--- config.mk ---
export PLATFORM = sky130hd
export DESIGN_NAME = fetch_pc_redirect_flat
export DESIGN_NICKNAME = d
export VERILOG_FILES = /design/src/rtl/fetch_pc_redirect_if.sv /design/src/rtl/fetch_pc_redirect.sv /design/src/flat_wrapper.sv
export SDC_FILE = /design/constraint.sdc
export NUM_CORES = 2
export LEC_CHECK = 0
export BUFFER_PORTS_ARGS = -buffer_cell sky130_fd_sc_hd__clkbuf_2
export CAP_MARGIN = 10
export CORE_ASPECT_RATIO = 1.5
export CORE_MARGIN = 1.5
export CORE_UTILIZATION = 25
export DETAILED_ROUTE_END_ITERATION = 8
export PLACE_DENSITY = 0.47
export SYNTH_ARGS = -nofsm -noshare
export SYNTH_HDL_FRONTEND = slang
export SYNTH_SLANG_ARGS = --single-unit
--- constraint.sdc ---
create_clock -name clk -period 24.1 [get_ports clk]
set_clock_uncertainty 0.1 [all_clocks]
set_input_delay 2.41 -clock clk [delete_from_list [all_inputs] [get_ports clk]]
set_output_delay 2.41 -clock clk [all_outputs]
set_load 0.005 [all_outputs]
--- src/rtl/fetch_pc_redirect_if.sv ---
// Fetch-side bus of the next-PC generator: predictor hookup, execute-stage
// resolve inputs, flush and accuracy counters.
interface fetch_pc_redirect_if;
  logic        stall;
  logic        branch_predict;
  logic [31:0] pc;
  logic        btb_hit;
  logic        pred_taken_d;
  logic        resolve_valid;
  logic        resolve_taken;
  logic [31:0] resolve_target;
  logic        flush;
  logic [31:0] mispredict_count;
  logic [31:0] resolve_count;

  // Pipeline / predictor side drives the controls and observes the PC.
  modport master (
    output stall, branch_predict, resolve_valid, resolve_taken, resolve_target,
    input  pc, btb_hit, pred_taken_d, flush, mispredict_count, resolve_count
  );

  modport slave (
    input  stall, branch_predict, resolve_valid, resolve_taken, resolve_target,
    output pc, btb_hit, pred_taken_d, flush, mispredict_count, resolve_count
  );
endinterface

--- src/rtl/fetch_pc_redirect.sv ---
// Fetch next-PC generator: direct-mapped BTB lookup, one-cycle D-stage copy of
// each prediction, mispredict redirect/flush and saturating accuracy counters.
module fetch_pc_redirect #(
  parameter int          BTB_IDX_W = 6,
  parameter logic [31:0] RESET_PC  = 32'h0000_0000
) (
  input  logic               clk,
  input  logic               reset,
  fetch_pc_redirect_if.slave bus
);

  localparam int N_ENTRIES = 1 << BTB_IDX_W;
  localparam int TAG_W     = 30 - BTB_IDX_W;

  typedef struct packed {
    logic [TAG_W-1:0] tag;
    logic [29:0]      target;
  } btb_data_t;

  logic [N_ENTRIES-1:0] btb_valid_q, btb_valid_d;
  btb_data_t            btb_data_q [N_ENTRIES];
  btb_data_t            btb_data_d [N_ENTRIES];

  logic [31:0] pc_q, pc_d;
  logic [31:0] pc_dstage_q, pc_dstage_d;
  logic        pred_taken_dstage_q, pred_taken_dstage_d;
  logic [29:0] target_dstage_q, target_dstage_d;
  logic [31:0] mispredict_count_q, mispredict_count_d;
  logic [31:0] resolve_count_q, resolve_count_d;

  logic [BTB_IDX_W-1:0] lookup_idx, update_idx;
  logic [TAG_W-1:0]     lookup_tag, update_tag;
  logic                 btb_hit;
  logic                 pred_taken;
  logic [29:0]          pred_target;
  logic                 target_match;
  logic                 mispredict;
  logic                 btb_we;
  logic [31:0]          redirect_pc;
  logic                 unused_resolve_lsb;

  // Combinational BTB lookup on the current fetch PC.
  assign lookup_idx  = pc_q[BTB_IDX_W+1:2];
  assign lookup_tag  = pc_q[31:BTB_IDX_W+2];
  assign btb_hit     = btb_valid_q[lookup_idx] && (btb_data_q[lookup_idx].tag == lookup_tag);
  assign pred_taken  = btb_hit && bus.branch_predict;
  assign pred_target = btb_data_q[lookup_idx].target;

  // Resolve check against the prediction captured for the D-stage slot.
  assign target_match = (bus.resolve_target[31:2] == target_dstage_q);
  assign mispredict   = bus.resolve_valid &&
                        ((bus.resolve_taken != pred_taken_dstage_q) ||
                         (bus.resolve_taken && pred_taken_dstage_q && !target_match));
  assign redirect_pc  = bus.resolve_taken ? {bus.resolve_target[31:2], 2'b00}
                                          : pc_dstage_q + 32'd4;

  assign update_idx = pc_dstage_q[BTB_IDX_W+1:2];
  assign update_tag = pc_dstage_q[31:BTB_IDX_W+2];
  assign btb_we     = bus.resolve_valid && bus.resolve_taken && !reset;

  assign unused_resolve_lsb = ^bus.resolve_target[1:0];

  // NOTE: every always_comb output gets a default first, so no path leaves a
  // signal unassigned and no latch is inferred.
  always_comb begin
    pc_d                = pc_q;
    pc_dstage_d         = pc_dstage_q;
    pred_taken_dstage_d = pred_taken_dstage_q;
    target_dstage_d     = target_dstage_q;

    if (mispredict) begin
      // The killed fetch slot moves into D without a prediction attached.
      pc_d                = redirect_pc;
      pc_dstage_d         = pc_q;
      pred_taken_dstage_d = 1'b0;
      target_dstage_d     = pred_target;
    end else if (!bus.stall) begin
      pc_d                = pred_taken ? {pred_target, 2'b00} : pc_q + 32'd4;
      pc_dstage_d         = pc_q;
      pred_taken_dstage_d = pred_taken;
      target_dstage_d     = pred_target;
    end
  end

  always_comb begin
    btb_valid_d = btb_valid_q;
    btb_data_d  = btb_data_q;
    if (btb_we) begin
      btb_valid_d[update_idx]       = 1'b1;
      btb_data_d[update_idx].tag    = update_tag;
      btb_data_d[update_idx].target = bus.resolve_target[31:2];
    end
  end

  always_comb begin
    mispredict_count_d = mispredict_count_q;
    resolve_count_d    = resolve_count_q;
    if (mispredict && (mispredict_count_q != 32'hFFFF_FFFF)) begin
      mispredict_count_d = mispredict_count_q + 32'd1;
    end
    if (bus.resolve_valid && (resolve_count_q != 32'hFFFF_FFFF)) begin
      resolve_count_d = resolve_count_q + 32'd1;
    end
  end

  // NOTE: sequential state uses non-blocking assignments so every flop samples
  // the pre-edge value of every other flop.
  always_ff @(posedge clk) begin
    if (reset) begin
      pc_q                <= RESET_PC;
      pc_dstage_q         <= '0;
      pred_taken_dstage_q <= 1'b0;
      target_dstage_q     <= '0;
      mispredict_count_q  <= '0;
      resolve_count_q     <= '0;
      btb_valid_q         <= '0;
    end else begin
      pc_q                <= pc_d;
      pc_dstage_q         <= pc_dstage_d;
      pred_taken_dstage_q <= pred_taken_dstage_d;
      target_dstage_q     <= target_dstage_d;
      mispredict_count_q  <= mispredict_count_d;
      resolve_count_q     <= resolve_count_d;
      btb_valid_q         <= btb_valid_d;
    end
    // NOTE: only the valid bits are reset; tag/target payload is never read
    // while its valid bit is clear, so it stays plain unreset storage.
    btb_data_q <= btb_data_d;
  end

  assign bus.pc               = pc_q;
  assign bus.btb_hit          = btb_hit;
  assign bus.pred_taken_d     = pred_taken_dstage_q;
  assign bus.flush            = mispredict && !reset;
  assign bus.mispredict_count = mispredict_count_q;
  assign bus.resolve_count    = resolve_count_q;

endmodule

--- src/flat_wrapper.sv ---
// flat-port wrapper written by rule: the top's interface ports become plain ports
module fetch_pc_redirect_flat 
#(
  parameter int          BTB_IDX_W = 6,
  parameter logic [31:0] RESET_PC  = 32'h0000_0000
)
  (clk, reset, bus_stall, bus_branch_predict, bus_resolve_valid, bus_resolve_taken, bus_resolve_target, bus_pc, bus_btb_hit, bus_pred_taken_d, bus_flush, bus_mispredict_count, bus_resolve_count);
  fetch_pc_redirect_if bus_i ();
  input  logic clk;
  input  logic reset;
  input wire logic [$bits(bus_i.stall)-1:0] bus_stall;
  input wire logic [$bits(bus_i.branch_predict)-1:0] bus_branch_predict;
  input wire logic [$bits(bus_i.resolve_valid)-1:0] bus_resolve_valid;
  input wire logic [$bits(bus_i.resolve_taken)-1:0] bus_resolve_taken;
  input wire logic [$bits(bus_i.resolve_target)-1:0] bus_resolve_target;
  output wire logic [$bits(bus_i.pc)-1:0] bus_pc;
  output wire logic [$bits(bus_i.btb_hit)-1:0] bus_btb_hit;
  output wire logic [$bits(bus_i.pred_taken_d)-1:0] bus_pred_taken_d;
  output wire logic [$bits(bus_i.flush)-1:0] bus_flush;
  output wire logic [$bits(bus_i.mispredict_count)-1:0] bus_mispredict_count;
  output wire logic [$bits(bus_i.resolve_count)-1:0] bus_resolve_count;
  assign bus_i.stall = bus_stall;
  assign bus_i.branch_predict = bus_branch_predict;
  assign bus_i.resolve_valid = bus_resolve_valid;
  assign bus_i.resolve_taken = bus_resolve_taken;
  assign bus_i.resolve_target = bus_resolve_target;
  assign bus_pc = bus_i.pc;
  assign bus_btb_hit = bus_i.btb_hit;
  assign bus_pred_taken_d = bus_i.pred_taken_d;
  assign bus_flush = bus_i.flush;
  assign bus_mispredict_count = bus_i.mispredict_count;
  assign bus_resolve_count = bus_i.resolve_count;
  fetch_pc_redirect #(.BTB_IDX_W(BTB_IDX_W), .RESET_PC(RESET_PC)) u_core (.clk(clk), .reset(reset), .bus(bus_i));
endmodule
# Yosys cells after proc, flatten, opt, wreduce, memory -nomap -nowiden

Cells that the tools add are included.

Output and inout port bits: 99
Flip-flop bits (word level): 3,679
Logic and storage cells: 191
Input bits: 38

Bitwise gates (word level): 3
Reductions and logical operators: 16
Add/sub/neg operators: 4
Order comparisons: 6
Muxes and demuxes: 21
Eq/ne operators: 6

Operators with widths:

| operator                                                          | count |
|---|---|
| bitwise mux 3456 bit                                              | 2 |
| demux 54 bit (select 6 bit)                                       | 2 |
| binary-select mux 54 bit (select 6 bit)                           | 1 |
| two-way mux 32 bit                                                | 6 |
| two-way mux 54 bit                                                | 3 |
| two-way mux 30 bit                                                | 3 |
| adder 32 x 1 -> 32 bit, second input constant                     | 2 |
| adder 32 x 3 -> 32 bit, second input constant                     | 2 |
| != test 32 bit, second input constant                             | 2 |
| OR 64 bit                                                         | 1 |
| == test 30 bit                                                    | 1 |
| == test 24 bit                                                    | 1 |
| greater-or-equal comparator 7 bit, second input constant          | 2 |
| less-than comparator 6 x 7 -> 1 bit, second input constant        | 2 |
| NOT 6 -> 7 bit                                                    | 2 |
| logical AND 1 bit                                                 | 12 |
| less-than comparator 7 x 1 -> 1 bit, second input constant        | 1 |
| binary-select mux 1 bit (select 6 bit)                            | 1 |
| demux 1 bit (select 6 bit)                                        | 1 |
| greater-or-equal comparator 6 x 1 -> 1 bit, second input constant | 1 |
| zero test 1 bit                                                   | 2 |
| two-way mux 1 bit                                                 | 2 |
| != test 2 x 1 -> 1 bit, second input constant                     | 1 |
| OR reduction 2 bit                                                | 1 |
| 2 further kinds                                                   | 2 |

# Depth between registers and ports, before layout

Depth in word-level cells: 10
Gate-level depth with buffers: 20
Depth with buffers taken out: 11

# Least setup slack after synthesis

Ideal clock, no wire load.

Kind: input to register
From: in bus_resolve_taken
To: reg u_core.btb_data_q[1404] in the netlist's numbering, enable pin
Cell stages on the path: 4
Required time: 23.397 ns
Data arrival time: 8.510 ns
Buffers on the path: 2
Path slack: 14.887 ns
Path through: clkbuf_1 -> nand3_1 -> clkbuf_1 -> nor4_1

Longest elaborated chain between the ends: 2

Ends and longest elaborated chain:

| element                         | line                     | text |
|---|---|---|
| start: declaration              | flat_wrapper.sv:14       | `input wire logic [$bits(bus_i.resolve_taken)-1:0] bus_resolve_taken;` |
| logical AND 1 bit (2 in series) | fetch_pc_redirect.sv:59  | `assign btb_we = bus.resolve_valid && bus.resolve_taken && !reset;` |
| end signal: assignment          | fetch_pc_redirect.sv:128 | `btb_data_q <= btb_data_d;` |
| end: declaration                | fetch_pc_redirect.sv:21  | `btb_data_t btb_data_q [N_ENTRIES];` |

Every way passes these cells.
A chain may end at the register's enable or synchronous reset.

# Final worst setup path

From: reg u_core.pc_q[2], in the netlist u_core.bus.pc[2]
To: out bus_btb_hit

Longest elaborated chain between the ends: 6
Elaborated cells on any way between the ends: 8
Those cells by class: eq/ne: 1; mux: 5; bitwise: 1; reduce/logical: 1

Ends and longest elaborated chain:

| element                                 | line                     | text |
|---|---|---|
| start: declaration                      | fetch_pc_redirect.sv:24  | `logic [31:0] pc_q, pc_d;` |
| start signal: assignment                | fetch_pc_redirect.sv:118 | `pc_q <= pc_d;` |
| NOT 6 -> 7 bit (not written as such)    | fetch_pc_redirect.sv:45  | `assign btb_hit = btb_valid_q[lookup_idx] && (btb_data_q[lookup_idx].tag == lookup_tag);` |
| binary-select mux 54 bit (select 6 bit) | fetch_pc_redirect.sv:45  |  |
| two-way mux 54 bit (2 in series)        | n/a                      |  |
| == test 24 bit                          | fetch_pc_redirect.sv:45  |  |
| logical AND 1 bit *                     | fetch_pc_redirect.sv:45  |  |
| end: declaration                        | flat_wrapper.sv:17       | `output wire logic [$bits(bus_i.btb_hit)-1:0] bus_btb_hit;` |

Every way passes the cells marked *; elsewhere a longest branch is shown, timed or not. The select of a mux whose other input is x is not followed.

==> out/qor.yml <==
switching_share_pct: 23.9
period_share_pct: 42.2
reg2reg_depth: 14
r2r_slack_ns: 16.04
core_area_um2: 629000
internal_power_mw: 10.6
clk_pin_slew_ns: 0.07
cp_data_required_time_ns: 21.59
ys_top_cells_by_area: "edfxtp_1 (66%), mux4_2 (13%), and3_1 (7.4%)"
switchingPower_mw: 3.31
maxCapViolations: 0
root_buffer: "clkbuf_16"
setup_viol: 0
antenna_found_initial: 27
ir_worst_vdd_mv: 0.0552
placed_cells_incl_taps: 17162
synth_top_family_by_area: "multiplexers"
synthAdderAreaFrac_pct: 0.0397
via_per_inst: 5.17
yosys.area.top_type_share_pct: 65.8
rows: 357
final_nets: 9310
wl_per_cell_um: 32.5
portBuffers: 134
ys_ff_latch: 3679
cts_max_path_buffers: 4
start_util_pct: 25.1
yosysWarnings: 0
gp_congestion: 0.848
crit_type: "reg2out"
dp_hpwl_um: 332000
clock.fmax_mhz: 98.4
synth_top_area_cell: "edfxtp_1"
worstPathArrival_ns: 7.65
crit_top_cell: "buf_4"
h-tree-depth: 5
setup_tns_ns: 0
syn-num-nets: 9478
ctsHoldBuffers: 0
max_slew_margin_pct: 3.29
dr.pass1.iters: 6
outcome: "complete, no violations"
syn_area_per_cell_um2: 16.7
overflow: 0
crit_slowest_cell: "o32ai_1"
hold_violations: 0
synth-compound-area-share_pct: 2.43
hp-class: "reg2reg"
dr.first_iter.drc_count: 10843
die-area_um2: 636000
slew_viol_final: 0
syn2layout_area_growth_pct: 14.0
ctsResizeCount: 0
ys_top_cells_by_count: "edfxtp_1 (3456), and3_1 (1864), mux4_2 (911), clkbuf_1 (796), nand2_1 (312)"
drive_gt1_share_pct: 22.4
chipHeight_um: 976
p_per_area_nw_per_um2: 77.2
synthMuxAreaShare_pct: 15.1
synth_async_sr_flop_share_pct: 0
worstHoldStart: "u_core.btb_valid_q[47]"
synth.most_common_cell: "edfxtp_1"
place_area_um2: 168000
vias: 92091
yosysUniqueCellTypes: 88
numCtsBuffers: 359
instances_no_fill: 17826
startpoint_type: "flip-flop"
post_synth_xor_area_fraction_pct: 0.816
synth-simple-area-share_pct: 10.1
synth_edf_count: 3456
syn_inst: 9435
design_area_um2: 180000
grt_pass1_wl_um: 784000
grt_setup_unrepaired: "no"
cts.sinks: 3679
timing.critical_path.cells: "buf_4 > buf_4 > buf_4 > mux4_2 > nand2_1 > a21oi_1 > o32ai_1 > mux2_2 > or4_1 > nor4_1 > and3_1 > clkbuf_2"
finalCriticalPeriod_ns: 10.16
die_x_um: 652
comb_power_share_pct: 7.6
synth_ff_type: "edfxtp_1"
seq_power_share_pct: 50.2
clock_latency_ns: 1.02
wl_um: 579000
hold_depth: 1
cp-end-kind: "primary output"
ant_nets: 0
p_leak_nw: 65.1
reg2reg_from: "u_core.bus.pc[2]"
power_mw: 13.9
cts_setup_buffers: 0
grt_max_degree: 211
cts_tree: "done"
clkPwrFrac_pct: 42.2
final_util_pct: 28.6
hold_end: "u_core.btb_valid_q[47]"
syn-cell-area_um2: 158000
reg2reg_to: "u_core.bus.pc[13]"
slowest_delay_ns: 0.95
drc: 0
yosysSeqAreaShare_pct: 68.6
tightest_slew_ns: 1.45
io_pins: 137
grt_pass1_vias: 93879
grt_usage_pct: 17.6
crit_fanout: 39
## cell families after synthesis
| family | after synthesis |
|---|---|
| adders and majority gates | 5 |
| xor gates and xnor gates | 147 |
| AOI/OAI and AO/OA | 566 |
| and+or+nand+nor | 2756 |
| DFF | 3679 |
| buffers and inverters | 1052 |
| muxes | 1230 |
## metrics by stage
| stage | hold WS [ns] | setup WS (ns) |
|---|---|---|
| 5_1_grt | 0.363 | 13.76 |
| 3_5_place_dp | 0.334 | 15.00 |
| 3_3_place_gp | 0.327 | 15.00 |
| 6_report | 0.345 | 13.94 |
| 4_1_cts | 0.348 | 13.91 |
| 2_1_floorplan | 0.321 | 14.89 |
## cells in the final DEF, fill, tap and decap left out, drive strengths merged, types with 7 or more instances in the layout
cell type and n:
edfxtp 3456, and3 1864, mux4 916, clkbuf 576, buf 363, nand2 313
mux2i 270, dfxtp 223, nor2 161, a21oi 150, clkinv 135, a22oi 107
and2 103, nand3 92, xnor2 77, xor2 70, a21o 65, o21ai 58
nor3 50, mux2 44, inv 43, bufinv 41, o22ai 36, nor4 34
nand4 30, nor2b 22, or3 20, clkinvlp 20, a211oi 18, a221oi 18
a31oi 17, nand2b 13, o221ai 13, o31ai 12, nand3b 11, and4 9
or2 9, diode 7, o311ai 7
## flip-flops by register name, indices dropped and copies added, names as in the netlist
| signal | count |
|---|---|
| u_core.btb_valid_q | 64 |
| u_core.target_dstage_q | 30 |
| u_core.btb_data_q | 3456 |
| u_core.bus.pc | 32 |
| u_core.bus.resolve_count | 32 |
| u_core.bus.pred_taken_d | 1 |
| u_core.bus.mispredict_count | 32 |
| u_core.pc_dstage_q | 32 |
## worst max-delay path by stage
stage	startpoint	slack, ns	to
6_report	u_core.bus.pc[2]	13.94	bus_btb_hit
5_1_grt	u_core.bus.pc[2]	13.76	bus_btb_hit
4_1_cts	u_core.bus.pc[2]	13.91	bus_btb_hit
3_5_place_dp	u_core.bus.pc[2]	15.00	bus_btb_hit
3_3_place_gp	u_core.bus.pc[2]	15.00	bus_btb_hit
2_1_floorplan	bus_resolve_taken	14.89	u_core.btb_data_q[1404]
## power groups by stage
stage	Sequential (mW)	Combinational [mW]	Clock, mW
after CTS	6.97	1.06	5.95
after detailed placement	7.11	1.06	0
after global placement	7.11	1.05	0
after global routing	6.97	1.09	6.17
after floorplan	7.10	0.633	0
final	6.97	1.05	5.85
## critical path: cells and delay by family (launching register included)
family / cells / cell delay (ns)
AO/OA/AOI/OAI: 2 / 1.02
multiplexers: 2 / 1.03
AND/OR/NAND/NOR: 4 / 1.57
flip-flops: 1 / 0.64
buffers and inverters: 4 / 2.25
## area by class of cell
type | count | area (um2)
fillers | 62070 | 450000
flip-flops and latches | 3679 | 108000
multi-input cells | 4704 | 45600
well taps | 8257 | 10300
clock buffers | 443 | 9540
repair buffers | 497 | 3560
clock inverters | 213 | 2360
inverters | 26 | 100
diodes | 7 | 17.5
## routing by layer
metal,vias up,global-route usage [%],wire length [um],part of all wire (%)
met4,8,7.61,27700,4.8
met3,974,3.04,39300,6.8
met1,50012,20.4,214000,37
li1,37115,-,-,-
met2,3982,31.8,298000,51
met5,-,0,53,0.0092
Note: power is estimated with default switching activity, not from simulation.
